<file path="config.mk">
export PLATFORM = sky130hd
export DESIGN_NAME = serial_subtractor
export DESIGN_NICKNAME = d
export VERILOG_FILES = /design/src/rtl/serial_subtractor.sv
export SDC_FILE = /design/constraint.sdc
export NUM_CORES = 1
export LEC_CHECK = 0
export CORE_UTILIZATION = 40
export DETAILED_ROUTE_END_ITERATION = 8
export DONT_BUFFER_PORTS = 1
export PLACE_DENSITY = 0.59
export RECOVER_POWER = 100
export SETUP_SLACK_MARGIN = 0.15
export SKIP_CTS_REPAIR_TIMING = 1
export SLEW_MARGIN = 5
export SYNTH_ARGS = -nofsm -noshare
export SYNTH_HDL_FRONTEND = slang
export SYNTH_SLANG_ARGS = --single-unit
export TNS_END_PERCENT = 5
</file>
<file path="constraint.sdc">
create_clock -name CLK -period 1.9 [get_ports CLK]
set_input_delay 0.57 -clock CLK [delete_from_list [all_inputs] [get_ports CLK]]
set_output_delay 0.57 -clock CLK [all_outputs]
set_load 0.02 [all_outputs]
</file>
<file path="src/rtl/serial_subtractor.sv">
// serial_subtractor: bit-serial two's-complement subtractor, DIFF = A - B,
// one bit per clock, LSB first, with a single registered borrow.
// START/BUSY/DONE handshake; one result per WIDTH+1 cycles when back to back.
// Optional macro SERIAL_SUB_OVF_EN adds the signed overflow output OVF.
module serial_subtractor #(
  parameter int unsigned WIDTH = 8
) (
  input  logic             CLK,
  input  logic             RST,
  input  logic             START,
  input  logic [WIDTH-1:0] A,
  input  logic [WIDTH-1:0] B,
  output logic             BUSY,
  output logic             DONE,
  output logic [WIDTH-1:0] DIFF,
  output logic             BOUT
`ifdef SERIAL_SUB_OVF_EN
  ,
  output logic             OVF
`endif
);

  localparam int unsigned   CW   = (WIDTH > 2) ? $clog2(WIDTH) : 1;
  localparam logic [CW-1:0] LAST = CW'(WIDTH - 1);

  typedef enum logic [1:0] {
    S_IDLE,
    S_RUN,
    S_DONE
  } state_t;

  state_t           state_q, state_d;
  logic [WIDTH-1:0] a_q, a_d;
  logic [WIDTH-1:0] b_q, b_d;
  // Holds the WIDTH-1 bits already produced; the bit being computed on the
  // load edge is appended directly, so no flop ever holds a dead LSB.
  logic [WIDTH-2:0] res_q, res_d;
  logic [WIDTH-1:0] diff_q, diff_d;
  logic             br_q, br_d;
  logic             bout_q, bout_d;
  logic [CW-1:0]    cnt_q, cnt_d;

  logic             d_bit;
  logic             br_next;
  logic [WIDTH-1:0] res_shifted;

`ifdef SERIAL_SUB_OVF_EN
  logic a_msb_q, a_msb_d;
  logic b_msb_q, b_msb_d;
  logic ovf_q, ovf_d;
`endif

  // One subtractor cell acting on the current LSBs and the stored borrow
  always_comb begin
    d_bit       = a_q[0] ^ b_q[0] ^ br_q;
    br_next     = (~a_q[0] & b_q[0]) | (~(a_q[0] ^ b_q[0]) & br_q);
    res_shifted = {d_bit, res_q};
  end

  // Next-state, capture, shift and result-load logic
  always_comb begin
    state_d = state_q;
    a_d     = a_q;
    b_d     = b_q;
    res_d   = res_q;
    diff_d  = diff_q;
    br_d    = br_q;
    bout_d  = bout_q;
    cnt_d   = cnt_q;
`ifdef SERIAL_SUB_OVF_EN
    a_msb_d = a_msb_q;
    b_msb_d = b_msb_q;
    ovf_d   = ovf_q;
`endif
    case (state_q)
      S_IDLE, S_DONE: begin
        if (START) begin
          a_d     = A;
          b_d     = B;
          br_d    = 1'b0;
          cnt_d   = '0;
`ifdef SERIAL_SUB_OVF_EN
          a_msb_d = A[WIDTH-1];
          b_msb_d = B[WIDTH-1];
`endif
          state_d = S_RUN;
        end else begin
          state_d = S_IDLE;
        end
      end
      S_RUN: begin
        a_d   = {1'b0, a_q[WIDTH-1:1]};
        b_d   = {1'b0, b_q[WIDTH-1:1]};
        res_d = res_shifted[WIDTH-1:1];
        br_d  = br_next;
        cnt_d = cnt_q + 1'b1;
        if (cnt_q == LAST) begin
          diff_d  = res_shifted;
          bout_d  = br_next;
`ifdef SERIAL_SUB_OVF_EN
          ovf_d   = (a_msb_q ^ b_msb_q) & (a_msb_q ^ d_bit);
`endif
          state_d = S_DONE;
        end
      end
      default: state_d = S_IDLE;
    endcase
  end

  // State and datapath registers, asynchronously cleared
  always_ff @(posedge CLK or posedge RST) begin
    if (RST) begin
      state_q <= S_IDLE;
      a_q     <= '0;
      b_q     <= '0;
      res_q   <= '0;
      diff_q  <= '0;
      br_q    <= 1'b0;
      bout_q  <= 1'b0;
      cnt_q   <= '0;
`ifdef SERIAL_SUB_OVF_EN
      a_msb_q <= 1'b0;
      b_msb_q <= 1'b0;
      ovf_q   <= 1'b0;
`endif
    end else begin
      state_q <= state_d;
      a_q     <= a_d;
      b_q     <= b_d;
      res_q   <= res_d;
      diff_q  <= diff_d;
      br_q    <= br_d;
      bout_q  <= bout_d;
      cnt_q   <= cnt_d;
`ifdef SERIAL_SUB_OVF_EN
      a_msb_q <= a_msb_d;
      b_msb_q <= b_msb_d;
      ovf_q   <= ovf_d;
`endif
    end
  end

  assign BUSY = (state_q == S_RUN);
  assign DONE = (state_q == S_DONE);
  assign DIFF = diff_q;
  assign BOUT = bout_q;
`ifdef SERIAL_SUB_OVF_EN
  assign OVF  = ovf_q;
`endif

endmodule

</file>
-- After elaboration in Yosys (flattened, before gate mapping)
Index checks and enable logic that the tools add are counted.
- input port bits: 19
- word-level logic and storage cells: 37
- register bits after elaboration: 38
- bitwise gates (word level): 7
- reductions and logical operators: 5
- muxes and demuxes: 11
- eq/ne operators: 5
- $add $sub $neg: 1
- operators with widths (operator ; number):
    8-bit one-hot mux with 2 select lines ; 2
    8-bit two-way mux ; 2
    3-bit one-hot mux with 2 select lines ; 1
    2-bit one-hot mux with 2 select lines ; 1
    2-bit AND reduction ; 2
    3-bit by 1-bit adder with 3-bit output, second input constant ; 1
    3-bit equality test, second input constant ; 1
    3-bit two-way mux ; 1
    1-bit bitwise AND ; 2
    2-bit by 1-bit equality test with 1-bit output, second input constant ; 1
    2-bit equality test, second input constant ; 1
    2-bit logical NOT ; 1
    1-bit two-way mux ; 2
    2-bit two-way mux ; 1
    2-bit by 1-bit inequality test with 1-bit output, second input constant ; 1
    2-bit inequality test, second input constant ; 1
    1-bit inverter ; 2
    1-bit one-hot mux with 2 select lines ; 1
    2-bit nonzero test ; 1
    2-bit OR reduction ; 1
    1-bit XOR ; 2
    1-bit bitwise OR ; 1

-- Longest topological paths before layout
Gate-level depths: netlist of run 1.
- word-level depth: 5
- gate-level depth with buffers: 6

-- Worst setup path before layout of run 1
Ideal clock, no wire load.
- path type: flip-flop to output port
- start: register state_q[1]
- end: output port BUSY
- data arrival time: 0.914 ns
- buffers on the path: 2
- slack: 0.416 ns
- stages on the path, launching flop included: 5
- path through: dfrtp_1 nand2b_1 buf_6 inv_4 buf_6
- word-level cells in the longest chain between the ends: 1
- RTL lines (what ; line ; RTL):
    start, declared ; 32 ; state_t state_q, state_d;
    start signal, assigned ; 127 ; state_q <= state_d;
    2-bit by 1-bit equality test with 1-bit output ; 143 ; assign BUSY = (state_q == S_RUN);
    end, declared ; 13 ; output logic BUSY,
No other way between the ends.

-- Final worst setup path of run 1
Ends and elaborated chain as after synthesis.

==> results of run 1 <==
synth_stat cells:
cell | instances | share of area
mux2_2 | 7 | 0.046
nor2_1 | 12 | 0.026
nor2b_1 | 3 | 0.011
inv_4 | 1 | 0.0036
mux2i_1 | 2 | 0.012
o21ai_0 | 3 | 0.0087
buf_6 | 6 | 0.039
nand2b_4 | 1 | 0.0080
nand3_1 | 1 | 0.0029
ha_1 | 2 | 0.014
buf_2 | 2 | 0.0058
nor3_4 | 1 | 0.0094
nor3_2 | 11 | 0.064
mux2_1 | 2 | 0.013
buf_8 | 1 | 0.0087
a22o_1 | 4 | 0.020
dfrtp_1 | 38 | 0.55
nand2b_1 | 1 | 0.0036
fa_1 | 1 | 0.012
inv_1 | 4 | 0.0087
nand2_1 | 22 | 0.048
a21oi_1 | 2 | 0.0058
o2bb2ai_1 | 1 | 0.0051
a211oi_1 | 2 | 0.0087
nor2_2 | 2 | 0.0072
o22ai_1 | 12 | 0.043
and2b_4 | 1 | 0.0058
nand3b_4 | 1 | 0.012
power groups by stage:
stage | clock [uW] | combinational (uW) | sequential (uW)
floorplan | 0 | 1110 | 1530
global placement | 0 | 1150 | 1600
detailed placement | 0 | 1210 | 1610
CTS | 661 | 1210 | 1600
global route | 694 | 1360 | 1660
finish | 636 | 1190 | 1600
state kept, by name, summed over array words and instances, names as in the netlist:
signal / count
DIFF: 8
a_q: 8
b_q: 8
res_q: 7
cnt_q: 3
state_q: 2
BOUT: 1
br_q: 1
metrics by stage:
stage	cells	worst slack (ns)
global placement	192	0.461
finish	201	0.166
floorplan	146	0.416
detailed placement	192	0.428
CTS	200	0.0979
global route	201	0.0958
cells in the final DEF, fill, tap and decap left out, drive strengths merged, types with 3 or more instances in the layout:
cell,n
dfrtp,38
nor2,14
o21ai,3
mux2,9
a22o,4
clkbuf,11
nor2b,3
nor3,12
nand2,22
inv,4
o22ai,12
final timing paths:
kind,from,to,slack [ns],cells past startpoint
max,state_q[1]$_DFFE_PP0P_,BUSY,0.17,2
min,A[7],a_q[7]$_DFFE_PP0P_,0.42,1
max reg2reg,cnt_q[0]$_DFFE_PP0P_,DIFF[0]$_DFFE_PP0P_,0.21,4
min reg2reg,res_q[0]$_DFFE_PP0P_,res_q[0]$_DFFE_PP0P_,0.48,2
max in group asynchronous,RST,state_q[1]$_DFFE_PP0P_,0.81,2
min in group asynchronous,RST,DIFF[0]$_DFFE_PP0P_,0.46,2
kinds of logic (layout without fill, tap and decap cells):
group	after synthesis	in the layout	synth area share
fa+ha+maj	3	3	0.0260
buf+inv	14	19	0.0658
flops	38	38	0.550
compound gates	24	24	0.0918
simple gates	56	56	0.197
mux	11	11	0.0701
final cells by class:
| class | count | area, um2 | area share |
|---|---|---|---|
| tap | 50 | 62.6 | 0.0341 |
| multi-input combinational | 94 | 651 | 0.355 |
| clock buffer | 8 | 110 | 0.0601 |
| timing repair inverter | 1 | 5.00 | 0.00273 |
| inverter | 5 | 23.8 | 0.0130 |
| timing repair buffer | 5 | 28.8 | 0.0157 |
| sequential | 38 | 952 | 0.519 |
per-layer routing:
layer | track usage | vias up | part of all wire
met4 | 0.0703 | 0 | 0.011
met3 | 0.0490 | 5 | 0.052
met1 | 0.206 | 525 | 0.47
met2 | 0.250 | 24 | 0.47
li1 | - | 509 | -
met5 | 0 | - | 0
critical path, stage by stage, from the launching register on:
cell      delay [ns]
dfrtp_2         0.45
nand2b_1        0.25
clkinv_4        0.17
==> results.md, run 1 <==
- Outcome: completed
- First drt pass iteration count: 4
- First-pass GRT wire length: 5310 um
- Fin Clk Skew: 0.00637 ns
- Nets: 172
- Crit path time final: 1.73 ns
- Total CTS buffers: 5
- Final Hold Fails: 0
- Clock buffer depth: 2
- Gr usage total: 0.161
- F_max: 0.577 GHz
- Finished Core Util: 0.449
- Initial Util: 0.423
- H-tree levels: 2
- Full die area: 4590 um2
- Register area share after synthesis: 0.550
- Ratio of total power to cell area: 1870 nW/um2
- Routed Antenna Nets: 0
- Synth Cell Area: 1730 um2
- Post-route cell area: 1830 um2
- Synth cell types: 28
- Clock transition at path regs: 0.07 ns
- Total power: 3420 uW
- Die Y: 67.8 um
- Sw Ratio: 0.391
- Internal power: 2080 uW
- CP Launch Type: flop
- Final hold slack: 0.424 ns
- Synthesis Warnings: 0
- Routed WL: 3210 um
- GPL Wtd Cong: 0.700
- Standard-cell row count: 23
- CTS sink cnt: 38
- Gr ovfl total: 0
- Drt via density: 5.29
- Port buffer count: 0
- Die X-Extent: 67.8 um
- Comb power frac: 0.347
- Initial antenna violation count: 0
- Worst-Margin Slew: 0.929 ns
- DRT iter0 DRCs: 23
- Synth Net Count: 168
- Post-DP Area: 1740 um2
- Clk network pwr share: 0.186
- Sequential share of power: 0.467
- Clock latency on the worst-skew pair: 0.28 ns
- WL/cell: 16.0 um
- Avg Inst Size Synth: 11.9 um2
- Clock Tree Root: clkbuf_8
- Area growth syn-to-layout: 5.93%
- CP arrival: 1.16 ns
- Net Sw Power: 1340 uW
- Vias in the first global route: 1136
- Cell count after synthesis: 146
- Via Count: 1063
- RSZ-0062 raised after global routing: no
- IO Pins: 30
- Leak pwr: 0.000822 uW
- WP data required: 1.33 ns
- TritonCTS clock tree: built
- Kind of critical path: flop to output pin
- Final setup viols: 0
- Core ar.: 4090 um2
- Max Slew Vio Count: 0
- Detail Placement HPWL: 2110 um
- Endpoint class of the critical path: output pin
- Hold crit path type: primary input to flop
- CP max FO: 8
- Relative slew slack: 0.381
- Synth Register Bits: 38
- Largest net degree at the start of global routing: 39
- VDD IR max: 0.000668 V
- Sum of negative setup slack: 0 ns
- Max-Cap Viols: 0
- Layout cells sized above 1: 0.245
- Final cycle utilization of the critical path: 0.913
- # fillers: 395
- Antenna cell count: 0
- DRC: 0
(Power assumes the default switching activity.)
==> inputs of run 2 (changes only) <==
==> constraint.sdc (replaced) <==
create_clock -name CLK -period 1.9 [get_ports CLK]
set_input_delay 0.38 -clock CLK [delete_from_list [all_inputs] [get_ports CLK]]
set_output_delay 0.38 -clock CLK [all_outputs]
set_load 0.02 [all_outputs]
==> results.md, run 2 (synthesis results as in run 1) <==
- CP arrival: 1.24 ns (+0.08 ns)
- Crit-path slowest cell: dfrtp_1
- Core ar.: 4090 um2 (unchanged)
- Final worst slack: 0.276 ns (+0.110 ns)
- Die Y: 67.8 um (unchanged)
- First drt pass iteration count: 4 (unchanged)
- CTS sink cnt: 38 (unchanged)
- R2r setup slk: 0.39 ns (+0.18 ns)
- Vias in the first global route: 1084 (-4.6%)
- IO Pins: 30 (unchanged)
- WL/cell: 15.7 um (-1.8%)
- TritonCTS clock tree: built
- Initial Util: 0.423 (unchanged)
- Outcome: completed
- Worst-Margin Slew: 0.917 ns (-0.0117 ns)
- Routed WL: 3110 um (-3.2%)
- Clock latency on the worst-skew pair: 0.29 ns (about the same)
- Max Slew Vio Count: 0 (unchanged)
- RSZ-0062 raised after global routing: no
- Final cycle utilization of the critical path: 0.855 (-0.0579)
- Hold EP: b_q[7]$_DFFE_PP0P_
- Antenna cell count: 0 (unchanged)
- Standard-cell row count: 23 (unchanged)
- DRC: 0 (unchanged)
- Worst hold path depth: 1 (unchanged)
- Relative slew slack: 0.389 (+0.00783)
- Fin Clk Skew: 0.00543 ns (-0.000942 ns)
- RR Endpoint: b_q[2]$_DFFE_PP0P_
- Full die area: 4590 um2 (unchanged)
- DRT iter0 DRCs: 27 (+17%)
- FF-to-FF path depth: 4 (unchanged)
- Final setup viols: 0 (unchanged)
- Worst path bufs/invs: 1 (unchanged)
- Post-DP Area: 1720 um2 (-0.86%)
- Endpoint class of the critical path: output pin
- Most frequent cells in the layout: dfrtp_1, nand2_1, nor2_1
- Initial antenna violation count: 0 (unchanged)
- Reg-to-Reg Start: state_q[1]$_DFFE_PP0P_
- Via Count: 1080 (+1.6%)
- Clock buffer depth: 2 (unchanged)
- CP Launch Type: flop
- Gr usage total: 0.162 (+0.000356)
- WP data required: 1.52 ns (+0.19 ns)
- Layout cells sized above 1: 0.243 (-0.00179)
- Post-route cell area: 1810 um2 (-1.2%)
- Port buffer count: 0 (unchanged)
- Total power: 3330 uW (-2.8%)
- Max-Cap Viols: 0 (unchanged)
- H-tree levels: 2 (unchanged)
- Detail Placement HPWL: 2140 um (+1.5%)
- Die X-Extent: 67.8 um (unchanged)
- Clock Tree Root: clkbuf_8
- Largest net degree at the start of global routing: 39 (unchanged)
- Leak pwr: 0.000816 uW (-0.70%)
- Critical path's largest stage delay: 0.46 ns (about the same)
- Drt via density: 5.45 (+3.1%)
- Clock transition at path regs: 0.07 ns (about the same)
- GPL Wtd Cong: 0.711 (+1.6%)
- Worst Hold Launch: B[7]
- Ratio of total power to cell area: 1840 nW/um2 (-1.6%)
- First-pass GRT wire length: 5140 um (-3.3%)
- Final Hold Fails: 0 (unchanged)
- Sum of negative setup slack: 0 ns (unchanged)
- Area growth syn-to-layout: 4.70%
- CP max FO: 16 (+8)
- Routed Antenna Nets: 0 (unchanged)
- VDD IR max: 0.000716 V (+7.1%)
- Total CTS buffers: 5 (unchanged)
- CP cell instances: nand2b_1 > inv_4
- Most common cell after layout, fill and taps aside: dfrtp_1
- Worst slack, placed: 0.393 ns (-0.0353 ns)
- Crit path time final: 1.62 ns (-0.110 ns)
- Kind of critical path: flop to output pin
- F_max: 0.616 GHz (+6.8%)
- Nets: 169 (-1.7%)
- Gr ovfl total: 0 (unchanged)
- Hold crit path type: primary input to flop
- Top Family by Delay on Critical Path: flip-flops
-- run 2: cell count changes in the layout (fill, tap and decap cells not counted), sizes merged --
cell,delta
inv,+1
clkinvlp,+1
buf,-1
clkbuf,-3
clkinv,-1
-- run 2: how the worst max path moves through the flow --
stage / startpoint / endpoint / cells past startpoint
2_1_floorplan: cnt_q[0]$_DFFE_PP0P_ / DIFF[0]$_DFFE_PP0P_ / 5
3_3_place_gp: cnt_q[0]$_DFFE_PP0P_ / DIFF[5]$_DFFE_PP0P_ / 4
3_5_place_dp: cnt_q[0]$_DFFE_PP0P_ / DIFF[0]$_DFFE_PP0P_ / 4
4_1_cts: state_q[0]$_DFFE_PP0P_ / BUSY / 2
5_1_grt: state_q[1]$_DFFE_PP0P_ / BUSY / 2
6_report: state_q[1]$_DFFE_PP0P_ / BUSY / 2
-- run 2: layout make-up --
class | instances | area [um2]
timing repair buffer | 3 | 17.5
fill | 398 | 2270
inverter | 5 | 21.3
clock inverter | 2 | 12.5
clock buffer | 6 | 82.6
sequential | 38 | 952
multi-input combinational | 94 | 663
tap | 50 | 62.6
-- run 2: per-layer routing --
| layer | global-route usage | wire length [um] | vias up |
|---|---|---|---|
| li1 | - | - | 507 |
| met1 | 0.188 | 1380 | 538 |
| met2 | 0.255 | 1490 | 27 |
| met3 | 0.0574 | 162 | 8 |
| met4 | 0.0938 | 76 | 0 |
| met5 | 0 | 0 | - |
-- run 2: worst reg2reg max path: cells and delay by family, from the launching register on --
family | cells | cell delay, ns
flops | 1 | 0.47
buf+inv | 1 | 0.43
simple gates | 2 | 0.35
compound gates | 1 | 0.20
-- run 2: through the flow --
stage               std cells  hold slack, ns  utilization
floorplan                 146           0.442            -
global placement          190           0.407        0.422
detailed placement        190           0.415        0.422
CTS                       198          0.0980        0.445
global route              198           0.232        0.443
finish                    198           0.226        0.443
-- run 2: power by group --
group | internal, uW | switching, uW
combinational | 505 | 636
clock | 291 | 283
sequential | 1200 | 407
total | 2000 | 1330
